==> config.mk <==
export PLATFORM = sky130hd
export DESIGN_NAME = noc_arb_mux_flat
export DESIGN_NICKNAME = d
export VERILOG_FILES = /design/src/rtl/noc_arb_mux_if.sv /design/src/rtl/noc_arb_mux.sv /design/src/flat_wrapper.sv
export SDC_FILE = /design/constraint.sdc
export NUM_CORES = 1
export LEC_CHECK = 0
export ABC_AREA = 1
export CORE_MARGIN = 2
export CORE_UTILIZATION = 36
export DETAILED_ROUTE_END_ITERATION = 8
export PLACE_DENSITY = 0.88
export RECOVER_POWER = 50
export REMOVE_ABC_BUFFERS = 1
export SYNTH_ARGS = -nofsm -noshare
export SYNTH_HDL_FRONTEND = slang
export SYNTH_SLANG_ARGS = --single-unit
==> constraint.sdc <==
create_clock -name clk -period 1.6 [get_ports clk]
set_clock_uncertainty 0.05 [all_clocks]
set_input_delay 0.24 -clock clk [delete_from_list [all_inputs] [get_ports clk]]
set_output_delay 0.24 -clock clk [all_outputs]
set_load 0.05 [all_outputs]
==> src/rtl/noc_arb_mux_if.sv <==
// Channel bundle for noc_arb_mux: NUM_IN valid/ready inputs, mode controls
// and one registered valid/ready output.
interface noc_arb_mux_if #(
  parameter int DATA_WIDTH = 16,
  parameter int NUM_IN     = 4
);
  localparam int SEL_W = $clog2(NUM_IN);

  logic [NUM_IN*DATA_WIDTH-1:0] in_data;
  logic [NUM_IN-1:0]            in_valid;
  logic [NUM_IN-1:0]            in_ready;
  logic                         rr_en;
  logic [SEL_W-1:0]             sel;
  logic [DATA_WIDTH-1:0]        out_data;
  logic                         out_valid;
  logic                         out_ready;
  logic [SEL_W-1:0]             out_src;

  modport slave (
    input  in_data, in_valid, rr_en, sel, out_ready,
    output in_ready, out_data, out_valid, out_src
  );

  modport master (
    output in_data, in_valid, rr_en, sel, out_ready,
    input  in_ready, out_data, out_valid, out_src
  );
endinterface

==> src/rtl/noc_arb_mux.sv <==
// Registered N:1 valid/ready channel mux with static-select or round-robin
// arbitration; one output register, one cycle latency, full throughput.
module noc_arb_mux #(
  parameter int DATA_WIDTH = 16,
  parameter int NUM_IN     = 4
) (
  input  logic         clk,
  input  logic         reset,
  noc_arb_mux_if.slave bus
);
  localparam int SEL_W = $clog2(NUM_IN);

  logic [DATA_WIDTH-1:0] out_data_q, out_data_d;
  logic [SEL_W-1:0]      out_src_q, out_src_d;
  logic                  out_valid_q, out_valid_d;
  logic [SEL_W-1:0]      ptr_q, ptr_d;

  logic [NUM_IN-1:0]     grant;
  logic [SEL_W-1:0]      grant_idx;
  logic [DATA_WIDTH-1:0] grant_data;
  logic                  grant_any;
  logic                  can_load;
  logic                  xfer;

  always_comb begin
    // NOTE: every combinational output gets a default first so no path
    // through the loops below can leave a signal unassigned (latch).
    grant      = '0;
    grant_idx  = '0;
    grant_data = '0;
    grant_any  = 1'b0;

    if (!bus.rr_en) begin
      // An out-of-range sel matches no channel and therefore grants nothing.
      for (int i = 0; i < NUM_IN; i++) begin
        if (bus.sel == SEL_W'(i) && bus.in_valid[i]) begin
          grant_idx = SEL_W'(i);
          grant_any = 1'b1;
        end
      end
    end else begin
      // Scan channels above the pointer first, then wrap to 0..ptr.
      for (int i = 0; i < NUM_IN; i++) begin
        if (!grant_any && i > int'(ptr_q) && bus.in_valid[i]) begin
          grant_idx = SEL_W'(i);
          grant_any = 1'b1;
        end
      end
      for (int i = 0; i < NUM_IN; i++) begin
        if (!grant_any && i <= int'(ptr_q) && bus.in_valid[i]) begin
          grant_idx = SEL_W'(i);
          grant_any = 1'b1;
        end
      end
    end

    for (int i = 0; i < NUM_IN; i++) begin
      if (grant_any && grant_idx == SEL_W'(i)) begin
        grant[i]   = 1'b1;
        grant_data = bus.in_data[i*DATA_WIDTH +: DATA_WIDTH];
      end
    end
  end

  // A word being drained this cycle frees the slot for a same-cycle load.
  assign can_load     = !out_valid_q || bus.out_ready;
  assign xfer         = grant_any && can_load && !reset;
  assign bus.in_ready = (can_load && !reset) ? grant : '0;

  always_comb begin
    out_valid_d = out_valid_q;
    out_data_d  = out_data_q;
    out_src_d   = out_src_q;
    ptr_d       = ptr_q;
    if (xfer) begin
      out_valid_d = 1'b1;
      out_data_d  = grant_data;
      out_src_d   = grant_idx;
      // Pointer follows every accepted word, in either mode.
      ptr_d       = grant_idx;
    end else if (bus.out_ready) begin
      out_valid_d = 1'b0;
    end
  end

  always_ff @(posedge clk) begin
    // NOTE: state registers use non-blocking assignment so every flop
    // samples pre-edge values regardless of statement order.
    if (reset) begin
      out_valid_q <= 1'b0;
      out_data_q  <= '0;
      out_src_q   <= '0;
      ptr_q       <= SEL_W'(NUM_IN - 1);
    end else begin
      out_valid_q <= out_valid_d;
      out_data_q  <= out_data_d;
      out_src_q   <= out_src_d;
      ptr_q       <= ptr_d;
    end
  end

  assign bus.out_valid = out_valid_q;
  assign bus.out_data  = out_data_q;
  assign bus.out_src   = out_src_q;
endmodule

==> src/flat_wrapper.sv <==
// flat-port wrapper written by rule: the top's interface ports become plain ports
module noc_arb_mux_flat 
#(
  parameter int DATA_WIDTH = 16,
  parameter int NUM_IN     = 4
)
  (clk, reset, bus_in_data, bus_in_valid, bus_rr_en, bus_sel, bus_out_ready, bus_in_ready, bus_out_data, bus_out_valid, bus_out_src);
  noc_arb_mux_if #(.DATA_WIDTH(DATA_WIDTH), .NUM_IN(NUM_IN)) bus_i ();
  input  logic clk;
  input  logic reset;
  input wire logic [$bits(bus_i.in_data)-1:0] bus_in_data;
  input wire logic [$bits(bus_i.in_valid)-1:0] bus_in_valid;
  input wire logic [$bits(bus_i.rr_en)-1:0] bus_rr_en;
  input wire logic [$bits(bus_i.sel)-1:0] bus_sel;
  input wire logic [$bits(bus_i.out_ready)-1:0] bus_out_ready;
  output wire logic [$bits(bus_i.in_ready)-1:0] bus_in_ready;
  output wire logic [$bits(bus_i.out_data)-1:0] bus_out_data;
  output wire logic [$bits(bus_i.out_valid)-1:0] bus_out_valid;
  output wire logic [$bits(bus_i.out_src)-1:0] bus_out_src;
  assign bus_i.in_data = bus_in_data;
  assign bus_i.in_valid = bus_in_valid;
  assign bus_i.rr_en = bus_rr_en;
  assign bus_i.sel = bus_sel;
  assign bus_i.out_ready = bus_out_ready;
  assign bus_in_ready = bus_i.in_ready;
  assign bus_out_data = bus_i.out_data;
  assign bus_out_valid = bus_i.out_valid;
  assign bus_out_src = bus_i.out_src;
  noc_arb_mux #(.DATA_WIDTH(DATA_WIDTH), .NUM_IN(NUM_IN)) u_core (.clk(clk), .reset(reset), .bus(bus_i));
endmodule
==> flow_summary_export.csv, run 1 <==
group,metric,value,unit
layout,final_common_cell,"clkdlybuf4s50_1",
worst_setup_path,cp.required,1310,ps
yosys,synth_enable_flop_cells,0,
clocking,clkLatencyLatePin,260,ps
power,p_clk_share,13.7,%
worst_setup_path,cp-end-kind,"output port",
layout,final_nets,471,
worst_setup_path,cp-start-kind,"flip-flop",
worst_setup_path,path_class,"reg -> out",
min_path,min_path_cells,2,
global_routing,gr-total-overflow,0,
layout,syn2layout_area_growth,95.40,%
yosys,async_reset_ff_share,0,%
power,pwr-share-seq,24.7,%
floorplan,initial_core_util,37.74,%
sta,fin_ws,-541.5,ps
clocking,cts_max_path_buffers,2,
power,switching_share,43.94,%
layout,instances_no_fill,463,
clocking,cts_tree,"done",
run_status,outcome,"finished, violations left",
worst_setup_path,crit_slowest_cell,"dfxtp_4",
drt,routedWlPerCell,16.92,um
worst_setup_path,crit_chain,"nand2_4 > nand4_1 > nor2_4 > nor2_4 > nand2_2 > nand2_4 > buf_4 > nand3_4 > nor2_4 > buf_12",
worst_setup_path,worstReg2RegEnd,"u_core.bus.out_data[10]",
worst_setup_path,max_stage_delay,430,ps
yosys,ys_top_cells_by_area,"dfxtp_1 (23%), nand3_1 (16%), nand2_1 (9.4%), nand3_2 (8.4%), nor2_2 (8.4%)",
drt,drt_wl_total,7832,um
yosys,synth-seq-cells,21,
clocking,cts_hold_buffers,0,
global_routing,grt_pass1_wl,10040,um
yosys,seq_area_frac_synth,23.43,%
clocking,cts_sinks,21,
floorplan,fp.dieW,74.60,um
yosys,netlist.area_leader.share,23.43,%
yosys,synth_ff_type,"dfxtp_1",
layout,drive_gt1_share,41.67,%
power,leakage,1.501,nW
drt,drc,0,
worst_setup_path,worstPathArrival,1850,ps
sta,rsz0062_at_grt,"true",
worst_setup_path,rr_worst_depth,13,
placed_design,gp_routability_congestion,0.8438,
sta,fin_tns_setup,-9789,ps
layout,layout_common_cells,"clkdlybuf4s50_1 (67), nand3_1 (49), nand2_1 (35), buf_4 (35), nor2_2 (28)",
clocking,cts-root-buf,"clkbuf_8",
floorplan,die_area,5564,um^2
sta,fmax,467.0,MHz
drt,dr.pass1.iters,4,
yosys,syn-mean-instance-area,6.745,um^2
sta,finalHoldViolCount,0,
placed_design,preCtsSetupSlack,-594.9,ps
clocking,h-tree-depth,1,
sta,slew_violations,0,
drt,ant_nets,0,
run,drv_cap,0,
global_routing,grt_max_degree,29,
drt,via_per_inst,5.326,
worst_setup_path,rrSetupSlack,-530,ps
sta,setup_viol,25,
sta,worstMarginPinSlew,627.9,ps
yosys,synthCells,266,
worst_setup_path,cp_max_fo,6,
clocking,clk_pin_slew,80,ps
sta,min_period_over_period,133.8,%
layout,antenna_cells,0,
layout,n_fill_cell,359,
yosys,netlist_area,1794,um^2
placed_design,dp_hpwl,4243,um
power,internal_power,0.001480,W
global_routing,antenna_found_initial,0,
run_status,violations,"setup timing",
yosys,ys_types,27,
drt,drt_iter0_markers,224,
drt,vias,2466,
min_path,hp-start,"u_core.bus.out_src[1]",
floorplan,core-area,4755,um^2
global_routing,grt_pass1_vias,2299,
yosys,synth_top_cell_by_area,"dfxtp_1",
min_path,hold_path_end,"u_core.bus.out_src[1]",
power,switchingPower,0.001160,W
floorplan,row_count,25,
global_routing,gr-usage-all-layers,22.74,%
clocking,numCtsBuffers,3,
floorplan,die_h,74.60,um
worst_setup_path,reg2reg_from,"u_core.ptr_q[1]",
worst_setup_path,crit_top_cell,"nor2_4",
placed_design,placedCellCount,436,
sta,slew_headroom,58.32,%
power,ir_worst_vdd,0.0003306,V
sta,timing.final.crit_period,2141,ps
yosys,ys_warn_count,0,
power,combPwrFrac,61.6,%
floorplan,num_io_pins,97,
power,total_power,0.002641,W
min_path,min_path_type,"reg -> reg",
placed_design,portBuffers,96,
power,p_per_area,753.2,nW/um^2
[sequential cells by signal, indices dropped and copies added (netlist names)]
signal	cells
u_core.bus.out_data	16
u_core.ptr_q	2
u_core.bus.out_valid	1
u_core.bus.out_src	2
[cells in the mapped netlist, types with 2 or more instances]
master     n
a21oi_1    3
buf_2      4
buf_4      3
buf_6      7
clkbuf_1   2
dfxtp_1   21
inv_1     17
nand2_1   45
nand2_2    6
nand2_4    3
nand3_1   56
nand3_2   15
nand4_1   17
nor2_1    21
nor2_2    24
o21ai_0   11
[layout make-up]
cell class	count	area [um^2]	area share (%)
Inverter	22	110.1	3.141
Clock inverter	1	5.005	0.1428
Tap cell	67	83.83	2.391
Timing Repair Buffer	142	1484	42.33
Sequential cell	21	425.4	12.13
Timing Repair inverter	1	16.27	0.4640
Multi-Input combinational cell	206	1340	38.22
Clock buffer	3	41.29	1.178
[through the flow]
stage	hold slack (ps)	cell area, um^2	utilization (%)
3_3_place_gp	398.2	2863	60.21
2_1_floorplan	259.1	1645	-
6_report	452.3	3506	73.74
4_1_cts	428.2	3134	65.92
5_1_grt	453.2	3506	73.74
3_5_place_dp	416.1	2863	60.21
[cells by family after synthesis]
| family | count (synthesis) | share of synthesized area (%) |
|---|---|---|
| buffers and inverters | 39 | 13.60 |
| and+or+nand+nor | 189 | 57.88 |
| AOI/OAI and AO/OA | 17 | 5.090 |
| DFF | 21 | 23.43 |
[worst max-delay path by stage]
stage | cells past startpoint | slack [ps] | to | start
after global routing | 13 | -670 | u_core.bus.out_data[10] | u_core.ptr_q[1]
after detailed placement | 13 | -590 | u_core.bus.out_data[4] | bus_in_valid[3]
after CTS | 8 | -400 | bus_in_ready[2] | u_core.ptr_q[1]
final | 10 | -540 | bus_in_ready[0] | u_core.ptr_q[1]
after floorplan | 7 | -1060 | bus_in_ready[2] | u_core.ptr_q[1]
after global placement | 14 | -530 | u_core.bus.out_data[12] | bus_in_valid[0]
[what timing repair did]
| item | CTS | global route |
|---|---|---|
| endpoints found under the setup margin | 24 | 25 |
| hold endpoints to repair | 0 | 0 |
| resized for setup | 47 | 69 |
| cloned | 0 | 8 |
| setup buffers | 11 | 5 |
| pin swaps | 21 | 23 |
[critical path: cells and delay by family, from the launching register on]
family | cells | cell delay (ps)
buffers and inverters | 2 | 280
DFF | 1 | 430
and+or+nand+nor | 8 | 880
[layer usage]
| metal | up-vias | global-route usage [%] | wire (um) |
|---|---|---|---|
| li1 | 1158 | - | - |
| met1 | 1141 | 26.04 | 2958 |
| met2 | 147 | 42.48 | 4088 |
| met3 | 20 | 3.252 | 529 |
| met4 | 0 | 8.333 | 255 |
| met5 | - | 0 | 0 |
[power groups by stage]
stage	Sequential (W)	Clock, W	Combinational [W]
after floorplan	0.000850	0	0.000504
after global placement	0.000643	0	0.00120
after detailed placement	0.000645	0	0.00123
after CTS	0.000637	0.000367	0.00136
after global routing	0.000659	0.000389	0.00171
final	0.000653	0.000362	0.00163
Note: power is estimated with default switching activity, not from simulation.
==> run 2: changes to the inputs <==
--- a/config.mk
+++ b/config.mk
@@ -6,7 +6,7 @@
 export NUM_CORES = 1
 export LEC_CHECK = 0
 export ABC_AREA = 1
-export CORE_MARGIN = 2
+export CORE_MARGIN = 10
 export CORE_UTILIZATION = 36
 export DETAILED_ROUTE_END_ITERATION = 8
 export PLACE_DENSITY = 0.88
==> run 2 against run 1 <==
  * The run still ends with setup timing left
  * Combinational power shrank 4%
  * Sequential share of layout area grew 0.47 points
  * Flip-flop and latch count is the same
  * Global-route usage shrank 6.1 points
  * Non-clock buffer count shrank 10
  * Total power shrank 2.5%
  * Final area shrank 3.1%
  * Worst hold slack lost 33 ps
  * Maximum frequency grew 6.8%
  * First-iteration DRC count shrank 48%
  * Die area grew 47%
  * Final cell count shrank 2.4%
==> flow_summary_export.csv, run 2 (synthesis results as in run 1) <==
group,metric,value,unit
run_status,outcome,"finished, violations left",
run_status,violations,"setup timing",
layout,final_nets,460,
sta,fin_ws,-404.8,ps
layout,largest_reg_flops,16,
power,ir_worst_vdd,0.0004658,V
worst_setup_path,cp.required,1310,ps
sta,slew_violations,0,
power,leakage,1.462,nW
layout,final_common_cell,"clkdlybuf4s50_1",
sta,worstMarginPinSlew,640.1,ps
drt,drt_iter0_markers,116,
layout,multiInputGateArea,1344,um^2
placed_design,gp_routability_congestion,0.8094,
worst_setup_path,cp-end-kind,"output port",
sta,whs,419.8,ps
sta,fin_tns_setup,-6934,ps
sta,setup_viol,25,
global_routing,gr-usage-all-layers,16.60,%
placed_design,portBuffers,96,
drt,via_per_inst,5.051,
drt,drc,0,
worst_setup_path,worstPathArrival,1710,ps
floorplan,initial_core_util,37.49,%
clocking,cts_tree,"done",
drt,vias,2283,
worst_setup_path,reg2reg_from,"u_core.ptr_q[1]",
clocking,clk_pin_slew,80,ps
layout,antenna_cells,0,
layout,syn2layout_area_growth,89.26,%
global_routing,grt_max_degree,18,
clocking,numCtsBuffers,3,
drt,drt_wl_total,7815,um
worst_setup_path,cp_max_fo,6,
global_routing,antenna_found_initial,0,
clocking,clkLatencyLatePin,270,ps
min_path,min_path_type,"reg -> reg",
worst_setup_path,endpoint,"bus_in_ready[1]",
drt,ant_nets,0,
sta,fmax,498.8,MHz
worst_setup_path,rr_worst_depth,15,
layout,post-route-cell-area,3396,um^2
worst_setup_path,crit_start,"u_core.ptr_q[1]",
clocking,cts_sinks,21,
drt,dr.pass1.iters,4,
power,p_per_area,758.2,nW/um^2
floorplan,die_h,90.60,um
layout,seq_area,427.9,um^2
layout,drive_gt1_share,39.22,%
worst_setup_path,path_class,"reg -> out",
floorplan,row_count,25,
sta,slew_headroom,57.51,%
worst_setup_path,worstReg2RegEnd,"u_core.bus.out_data[6]",
clocking,h-tree-depth,1,
layout,layout_common_cells,"clkdlybuf4s50_1 (67), nand2_1 (41), nand3_1 (40), nand3_2 (30), nor2_2 (28)",
placed_design,preCtsSetupSlack,-577.4,ps
floorplan,fp.dieW,90.60,um
layout,n_fill_cell,369,
sta,rsz0062_at_grt,"true",
run,drv_cap,0,
floorplan,core-area,4786,um^2
placed_design,dp_hpwl,5097,um
clocking,cts-root-buf,"clkbuf_8",
clocking,cts_max_path_buffers,2,
power,total_power,0.002575,W
floorplan,num_io_pins,97,
sta,min_period_over_period,125.3,%
global_routing,grt_pass1_vias,2344,
drt,routedWlPerCell,17.29,um
global_routing,grt_pass1_wl,11540,um
worst_setup_path,cp-start-kind,"flip-flop",
sta,finalHoldViolCount,0,
floorplan,die_area,8207,um^2
global_routing,gr-total-overflow,0,
placed_design,placed_area,2833,um^2
worst_setup_path,rrSetupSlack,-340,ps
sta,timing.final.crit_period,2005,ps
run 2: worst min-delay path by stage:
| stage | slack (ps) | start | end | depth (start not counted) |
|---|---|---|---|---|
| 2_1_floorplan | 260 | reset | u_core.bus.out_src[0] | 1 |
| 3_3_place_gp | 400 | u_core.bus.out_src[0] | u_core.bus.out_src[0] | 2 |
| 3_5_place_dp | 410 | u_core.bus.out_src[0] | u_core.bus.out_src[0] | 2 |
| 4_1_cts | 410 | u_core.bus.out_src[0] | u_core.bus.out_src[0] | 2 |
| 5_1_grt | 450 | u_core.bus.out_src[0] | u_core.bus.out_src[0] | 2 |
| 6_report | 420 | u_core.bus.out_src[0] | u_core.bus.out_src[0] | 2 |
run 2: cell type report:
cell class	count	share of cell area, %
clock buffer	3	1.216
clock inverter	1	0.1474
inverter	22	2.948
multi-input combinational	206	39.57
sequential	21	12.60
tap	67	2.469
timing repair buffer	132	41.05
run 2: power breakdown:
| group | total, W | switching, W | internal (W) |
|---|---|---|---|
| Sequential | 0.000646 | 0.0000512 | 0.000595 |
| Clock | 0.000368 | 0.000195 | 0.000174 |
| Combinational | 0.00156 | 0.000874 | 0.000686 |
| Total | 0.00257 | 0.00112 | 0.00145 |
run 2: metal layers:
metal / vias up / part of all wire (%) / GRT usage [%]
met3: 19 / 5.6 / 4.323
met5: - / 0 / 0
met1: 1052 / 39 / 17.79
li1: 1128 / - / -
met2: 84 / 53 / 30.65
met4: 0 / 2.6 / 5.305
run 2: metrics by stage:
stage          instances  util (%)
2_1_floorplan        249         -
3_3_place_gp         432     59.19
3_5_place_dp         432     59.19
4_1_cts              446     66.20
5_1_grt              452     70.95
6_report             452     70.95
run 2: worst max-delay path, stage by stage (launching register included):
cell and delay, ps:
dfxtp_4 380, nand2_4 70, nand2_4 60, nand4_4 120
nor2_1 60, nor2_1 130, nand2_2 80, nand2_4 110
inv_6 40, buf_6 120, nor2_4 120, buf_12 140
run 2: repair_timing:
action	4_1_cts	5_1_grt
pin swaps	26	27
gates resized for setup	55	43
endpoints found under the setup margin	24	24
cloned	2	4
setup buffers	8	4
hold buffers	0	0
==> run 3: changes to the inputs <==
--- a/config.mk
+++ b/config.mk
@@ -6,6 +6,7 @@
 export NUM_CORES = 1
 export LEC_CHECK = 0
 export ABC_AREA = 1
+export CAP_MARGIN = 15
 export CORE_MARGIN = 10
 export CORE_UTILIZATION = 36
 export DETAILED_ROUTE_END_ITERATION = 8
==> results of run 3 <==
Same layout as run 2: the final DEF is identical, and so are final timing and power.
